### src/rtl/pulso_tecla.sv
// pulso_tecla: turns a debounced button level into single-cycle command pulses,
// with optional auto-repeat after a hold delay.
module pulso_tecla #(
  parameter int DELAY = 50000000,
  parameter int RATE  = 10000000,
  parameter int CW    = 26
) (
  input  logic clk,
  input  logic reset,
  input  logic db,
  input  logic en_repeat,
  output logic pulse,
  output logic held,
  output logic rep_act
);
  typedef enum logic [1:0] {IDLE, HOLD, REPEAT} state_t;
  state_t        state_q, state_d;
  logic [CW-1:0] cnt_q, cnt_d;
  logic          pulse_q, pulse_d;
  logic          held_q, held_d;
  logic          rep_act_q, rep_act_d;
  logic          hold_exp, rep_exp;
  assign hold_exp = cnt_q == CW'(DELAY - 1);
  assign rep_exp  = cnt_q == CW'(RATE - 1);
  // Release beats enable-drop, which beats counter expiry.
  always_comb begin
    state_d = state_q;
    cnt_d   = cnt_q + CW'(1);
    pulse_d = 1'b0;
    case (state_q)
      IDLE: begin
        cnt_d = '0;
        if (db) begin
          state_d = HOLD;
          pulse_d = 1'b1;
        end
      end
      HOLD: begin
        if (!db) begin
          state_d = IDLE;
          cnt_d   = '0;
        end else if (!en_repeat) begin
          cnt_d = '0;
        end else if (hold_exp) begin
          state_d = REPEAT;
          pulse_d = 1'b1;
          cnt_d   = '0;
        end
      end
      REPEAT: begin
        if (!db) begin
          state_d = IDLE;
          cnt_d   = '0;
        end else if (!en_repeat) begin
          state_d = HOLD;
          cnt_d   = '0;
        end else if (rep_exp) begin
          pulse_d = 1'b1;
          cnt_d   = '0;
        end
      end
      default: begin
        state_d = IDLE;
        cnt_d   = '0;
      end
    endcase
    held_d    = state_d != IDLE;
    rep_act_d = state_d == REPEAT;
  end
  always_ff @(posedge clk) begin
    if (reset) begin
      state_q   <= IDLE;
      cnt_q     <= '0;
      pulse_q   <= 1'b0;
      held_q    <= 1'b0;
      rep_act_q <= 1'b0;
    end else begin
      state_q   <= state_d;
      cnt_q     <= cnt_d;
      pulse_q   <= pulse_d;
      held_q    <= held_d;
      rep_act_q <= rep_act_d;
    end
  end
  assign pulse   = pulse_q;
  assign held    = held_q;
  assign rep_act = rep_act_q;
endmodule

### config.mk
export PLATFORM = sky130hd
export DESIGN_NAME = pulso_tecla
export DESIGN_NICKNAME = d
export VERILOG_FILES = /design/src/rtl/pulso_tecla.sv
export SDC_FILE = /design/constraint.sdc
export NUM_CORES = 1
export LEC_CHECK = 0
export BUFFER_PORTS_ARGS = -buffer_cell sky130_fd_sc_hd__buf_2
export CORE_UTILIZATION = 30
export CTS_BUF_LIST = sky130_fd_sc_hd__clkbuf_8 sky130_fd_sc_hd__clkbuf_16
export DETAILED_ROUTE_END_ITERATION = 12
export HOLD_SLACK_MARGIN = 0.1
export PLACE_DENSITY = 0.46
export SLEW_MARGIN = 10
export SYNTH_ARGS = -nofsm -noshare
export SYNTH_HDL_FRONTEND = slang
export SYNTH_SLANG_ARGS = --single-unit
### constraint.sdc
create_clock -name clk -period 2.4 [get_ports clk]
set_input_delay 0.24 -clock clk [delete_from_list [all_inputs] [get_ports clk]]
set_output_delay 0.24 -clock clk [all_outputs]
set_load 0.02 [all_outputs]
==> impl_metrics.tcl, run 1 <==
set metrics [dict create \
    pin_count_of_the_biggest_net_entering_global_routing 15 \
    nFillCells 516 \
    run_status "finished clean" \
    worst-endpoint-required_ns 2.56 \
    accumulated_negative_setup_slack_ns 0 \
    synth_simple_gate_area_share_pct 32.1 \
    root_driver "sky130_fd_sc_hd__clkbuf_8" \
    first_pass_grt_wire_length_microns 5460 \
    cts-root-to-sink-buffers 2 \
    drt_pre_antenna_iters 4 \
    post_synth_xor_area_fraction_pct 13.7 \
    groute.usage.overall_pct 13.8 \
    num_antenna_cells 0 \
    area.sequential_sq_um 621 \
    seq_area_frac_synth_pct 40.4 \
    yosysWarningCount 0 \
    post_dp_cell_area_sq_um 1660 \
    post_cts_hold_buffer_count 0 \
    wl_per_cell_microns 12.3 \
    die_h_microns 73.6 \
    tightestPinTransition_ns 0.526 \
    worstPathArrival_ns 2.18 \
    floorplan.rows 25 \
    final.min_clock_period_ns 2.02 \
    fmax_ghz 0.494 \
    detail_route.vias_per_cell 4.80 \
    fin_hold_ws_ns 0.202 \
    synth_top_family_by_area "simple AND/OR/NAND/NOR gates" \
    area_delta_synth_final_pct 13.6 \
    die_width_microns 73.6 \
    finalCritPeriodShare_pct 84.3 \
    critical_path.endpoint_type "register" \
    post_synth_mux_area_share_pct 0.733 \
    syn_avg_cell_area_sq_um 9.04 \
    layout.nets 194 \
    routed_wirelength_microns 3110 \
    count_of_flip_flops_with_a_built_in_enable_after_synthesis 0 \
    unrepaired_setup_endpoints_after_global_routing "false" \
    via_count_of_the_first_global_routing_pass 1220 \
    routed-via-count 1210 \
    htree_num_levels 2 \
    grt_antenna_before_repair 0 \
    final-setup-viol-count 0 \
    ctsResizeCount 0 \
    timing.critical_path.from_type "register" \
    mostFrequentLayoutCell "sky130_fd_sc_hd__nor2_1" \
    static-leakage-power_nw 0.626 \
    synth_compound_gate_area_share_pct 6.11 \
    gpl.final_weighted_congestion 0.807 \
    post_route_cells_drive_above_1_share_pct 13.5 \
    finalPower_mw 0.962 \
    crit_path_max_fanout 14 \
    io_pins 7 \
    synthCells 170 \
    netlist-cell-type-count 34 \
    type_of_the_worst_setup_path "reg2reg" \
    slew_headroom_pct 64.6 \
    clk-insertion-delay-late_ns 0.27 \
    synthAdderAreaFrac_pct 4.07 \
    detail_route.drc_violations 0 \
    synth_async_sr_flop_share_pct 0 \
    min-delay-path-class "in2reg" \
    ir_drop_v 0.000218 \
    port_buffers 6 \
    p_per_area_nw_per_um2 551 \
    cts_tree "done" \
    multi_input_comb_area_sq_um 871 \
    clk_sink_count 31 \
    ant_nets 0 \
    cts_setup_buffers 0 \
    overflow 0 \
    r2r-start "cnt_q[17]" \
    place.detailed.hpwl_microns 2330 \
    synth-seq-cells 31 \
    core_sq_um 4820 \
    hold_start "reset" \
    clk_pin_slew_worst_paths_ns 0.06 \
    final-hold-violation-count 0 \
    final_cell_mix "sky130_fd_sc_hd__nor2_1, sky130_fd_sc_hd__dfxtp_1, sky130_fd_sc_hd__xor2_1, sky130_fd_sc_hd__nand3_1, sky130_fd_sc_hd__nand2_1" \
    fin_util_pct 36.2 \
    detailedRoute.firstIterationViolations 48 \
    fp.dieArea_sq_um 5410 \
    worst_case_clock_skew_ns 0.00713 \
    cts_inserted_buffers 5 \
    synthesis.area_sq_um 1540 \
    initial_utilization_pct 31.9 \
    dominantRegCellSynth "sky130_fd_sc_hd__dfxtp_1" \
    timing.final.max_slew_violations 0 \
    finish.instance_area_sq_um 1750 \
    syn_nets 179 \
    timing.critical_path.from "cnt_q[17]" \
    timing.max_cap.violations 0 \
]
-- synth_stat cells (all sizes together) (2+ instances only) --
| master | number | share of area, % |
|---|---|---|
| nand3 | 15 | 4.9 |
| nand2 | 10 | 2.6 |
| inv | 6 | 1.5 |
| buf | 2 | 1.5 |
| and3 | 5 | 2.0 |
| nor3 | 6 | 2.0 |
| a21oi | 6 | 2.2 |
| dfxtp | 31 | 40 |
| ha | 5 | 4.1 |
| nor4 | 4 | 3.6 |
| or4b | 2 | 1.5 |
| nor2 | 32 | 7.8 |
| nand4 | 7 | 3.3 |
| xnor2 | 6 | 3.4 |
| or4bb | 2 | 1.5 |
| xor2 | 18 | 10 |
-- final timing paths --
kind	end	slack (ns)	cells past startpoint
worst max-delay path	cnt_q[23]	0.38	6
worst min-delay path	state_q[0]	0.20	2
worst max register to register	cnt_q[23]	0.38	6
worst min register to register	cnt_q[0]	0.48	1
-- stage by stage --
stage	setup WS, ns	std cells
final	0.377	252
after global routing	0.226	252
after CTS	0.359	252
after detailed placement	0.383	245
after global placement	0.427	245
after floorplan	0.553	170
-- flip-flops by register name, summed over array words and instances (netlist names) --
name and count:
pulse 1, cnt_q 26, rep_act 1, held 1
state_q 2
-- area by class of cell --
type | count | share of cell area, %
Multi-Input combinational cell | 131 | 49.9
Sequential cell | 31 | 35.6
Tap cell | 67 | 4.80
Inverter | 6 | 1.29
Clock buffer | 6 | 4.73
Timing Repair Buffer | 10 | 3.44
Clock inverter | 1 | 0.287
-- power by group --
group	internal (mW)	total [mW]	leakage (nW)	switching, mW
Clock	0.225	0.405	0.0470	0.180
Combinational	0.0141	0.0363	0.329	0.0222
Sequential	0.519	0.521	0.250	0.00260
-- critical path, cell delays in order (launching register included) --
cell	delay, ns
sky130_fd_sc_hd__dfxtp_1	0.42
sky130_fd_sc_hd__or4bb_1	0.50
sky130_fd_sc_hd__nor3_1	0.40
sky130_fd_sc_hd__nand2_2	0.12
sky130_fd_sc_hd__a31oi_4	0.18
sky130_fd_sc_hd__buf_4	0.22
sky130_fd_sc_hd__nor2_1	0.07
-- cells by family after synthesis --
| logic type | Yosys count |
|---|---|
| xor+xnor | 24 |
| mux | 1 |
| buf+inv | 8 |
| compound gates | 12 |
| simple gates | 89 |
| fa+ha+maj | 5 |
| flops | 31 |
-- metal layers --
layer,part of all wire [%],GRT usage [%]
met4,1.5,5.98
met2,47,22.5
met5,0,0
met1,48,16.0
met3,3.0,5.35
(Power assumes the default switching activity.)
==> run 2, diff against run 1 <==
--- a/config.mk
+++ b/config.mk
@@ -10,7 +10,7 @@
 export CTS_BUF_LIST = sky130_fd_sc_hd__clkbuf_8 sky130_fd_sc_hd__clkbuf_16
 export DETAILED_ROUTE_END_ITERATION = 12
 export HOLD_SLACK_MARGIN = 0.1
-export PLACE_DENSITY = 0.46
+export PLACE_DENSITY = 0.47
 export SLEW_MARGIN = 10
 export SYNTH_ARGS = -nofsm -noshare
 export SYNTH_HDL_FRONTEND = slang
==> constraint.sdc (replaced) <==
create_clock -name clk -period 1.8 [get_ports clk]
set_input_delay 0.18 -clock clk [delete_from_list [all_inputs] [get_ports clk]]
set_output_delay 0.18 -clock clk [all_outputs]
set_load 0.02 [all_outputs]
==> run 2 against run 1 <==
  * Count of clock-buffer cells in the layout decreased by 1
  * Worst hold slack got worse by 0.075 ns
  * Maximum frequency increased by 8.2%
  * Sequential power increased by 33%
  * Combinational power rose by 53%
  * Via count rose by 7.0%
  * Clock power increased by 26%
  * Critical endpoint unchanged
  * The flow now finishes with violations (negative setup slack)
==> impl_metrics.tcl, run 2 (synthesis gave the netlist of run 1 again) <==
set metrics [dict create \
    finalCritPeriodShare_pct 104 \
    crit_path_max_fanout 26 \
    mostFrequentLayoutCell "sky130_fd_sc_hd__nor2_1" \
    timing.critical_path.from_type "register" \
    worst_slack_ns -0.0695 \
    final-setup-viol-count 28 \
    detailedRoute.firstIterationViolations 34 \
    clkPwrFrac_pct 40.5 \
    gpl.final_weighted_congestion 0.729 \
    accumulated_negative_setup_slack_ns -1.48 \
    via_count_of_the_first_global_routing_pass 1338 \
    io_pins 7 \
    die_width_microns 73.6 \
    top_signal_layer_used "met4" \
    drt_pre_antenna_iters 6 \
    detail_route.drc_violations 0 \
    cts_tree "done" \
    part_of_the_total_power_dissipated_in_sequential_elements_pct 55.1 \
    final_cell_mix "sky130_fd_sc_hd__nor2_1, sky130_fd_sc_hd__buf_4, sky130_fd_sc_hd__dfxtp_1, sky130_fd_sc_hd__xor2_1, sky130_fd_sc_hd__nand3_1" \
    layout.nets 222 \
    post_route_cells_drive_above_1_share_pct 27.1 \
    groute.usage.overall_pct 14.4 \
    biggestRegsByFlops "cnt_q x26, state_q x2" \
    min-delay-path-class "in2reg" \
    type_of_the_worst_setup_path "reg2reg" \
    timing.max_cap.violations 0 \
    m1WireLength_microns 1650 \
    clk_pin_slew_worst_paths_ns 0.07 \
    wl_per_cell_microns 11.9 \
    detail_route.vias_per_cell 4.61 \
    met3WireLength_microns 86 \
    critical_path.endpoint_type "register" \
    core_sq_um 4820 \
    failed_checks "negative setup slack" \
    num_antenna_cells 0 \
    p_per_area_nw_per_um2 634 \
    overflow 0 \
    internal-power_mw 0.973 \
    fmax_ghz 0.535 \
    run_status "finished with violations" \
    slew_headroom_pct 70.8 \
    initial_utilization_pct 31.9 \
    timing.final.max_slew_violations 0 \
    pwr-share-comb_pct 4.4 \
    wl_met2_microns 1570 \
    root_driver "sky130_fd_sc_hd__clkbuf_8" \
    p_sw_share_pct 22.7 \
    grt_antenna_before_repair 0 \
    final.min_clock_period_ns 1.87 \
    routed_wirelength_microns 3340 \
    tightestPinTransition_ns 0.435 \
    worst_case_clock_skew_ns 0.00826 \
    nFillCells 498 \
    clk-insertion-delay-late_ns 0.28 \
    post_cts_hold_buffer_count 0 \
    pin_count_of_the_biggest_net_entering_global_routing 27 \
    largest_register_ff_count 26 \
    unrepaired_setup_endpoints_after_global_routing "true" \
    clk_sink_count 31 \
    routed-via-count 1295 \
    fp.dieArea_sq_um 5410 \
    dp_slack_ns -0.0806 \
    cts_inserted_buffers 5 \
    floorplan.rows 25 \
    htree_num_levels 2 \
    port_buffers 6 \
    registers.top_by_ff_count "cnt_q" \
    power.switching_mw 0.285 \
    ir_drop_v 0.000353 \
    worst-endpoint-required_ns 1.97 \
    ant_nets 0 \
    worstPathArrival_ns 2.04 \
    area_delta_synth_final_pct 29.2 \
    final-hold-violation-count 0 \
    first_pass_grt_wire_length_microns 5870 \
    fin_util_pct 41.2 \
    finish.instance_area_sq_um 1990 \
    die_h_microns 73.6 \
    post_dp_cell_area_sq_um 1880 \
    place.detailed.hpwl_microns 2460 \
    cts-root-to-sink-buffers 2 \
    static-leakage-power_nw 0.794 \
]
## run 2: path summary, 6_finish.rpt
kind / depth (start not counted) / from / endpoint / slack, ns
worst max-delay path: 6 / cnt_q[11] / cnt_q[23] / -0.07
worst min-delay path: 2 / reset / state_q[0] / 0.13
worst max register to register: 6 / cnt_q[11] / cnt_q[23] / -0.07
worst min register to register: 2 / cnt_q[0] / cnt_q[0] / 0.53
## run 2: area by class of cell
type                       instances  area [sq um]  share of cell area [%]
multi-input combinational        131           892                    44.9
sequential                        31           623                    31.4
timing repair buffer              38           283                    14.2
tap                               67          83.8                    4.22
clock buffer                       5          68.8                    3.47
inverter                           6          22.5                    1.13
clock inverter                     3          12.5                   0.630
## run 2: layer usage
| layer | global-route usage, % | vias up |
|---|---|---|
| met5 | 0 | - |
| met3 | 4.12 | 4 |
| met1 | 17.6 | 603 |
| li1 | - | 674 |
| met2 | 24.0 | 14 |
| met4 | 5.13 | 0 |
## run 2: what timing repair did
action / CTS / global route
setup buffers: 1 / 0
endpoints found under the setup margin: 28 / 31
pin swaps: 0 / 2
resized for setup: 0 / 3
## run 2: worst max-delay path: stages, from the launching register on
cell                      delay, ns
sky130_fd_sc_hd__dfxtp_2       0.32
sky130_fd_sc_hd__or4b_4        0.55
sky130_fd_sc_hd__nor4_4        0.31
sky130_fd_sc_hd__nand2_2       0.10
sky130_fd_sc_hd__a31oi_4       0.21
sky130_fd_sc_hd__buf_12        0.19
sky130_fd_sc_hd__nor2_1        0.07
## run 2: power groups by stage
stage	sequential [mW]	combinational, mW	clock [mW]
finish	0.693	0.0555	0.510
CTS	0.693	0.0543	0.534
floorplan	0.714	0.0273	0
global placement	0.708	0.0512	0
global route	0.693	0.0605	0.570
detailed placement	0.708	0.0542	0
## run 2: metrics by stage
stage	power (mW)	hold slack [ns]	instances
global placement	0.760	0.413	272
floorplan	0.742	0.257	170
detailed placement	0.763	0.413	272
CTS	1.28	0.118	281
global route	1.32	0.117	281
finish	1.26	0.126	281
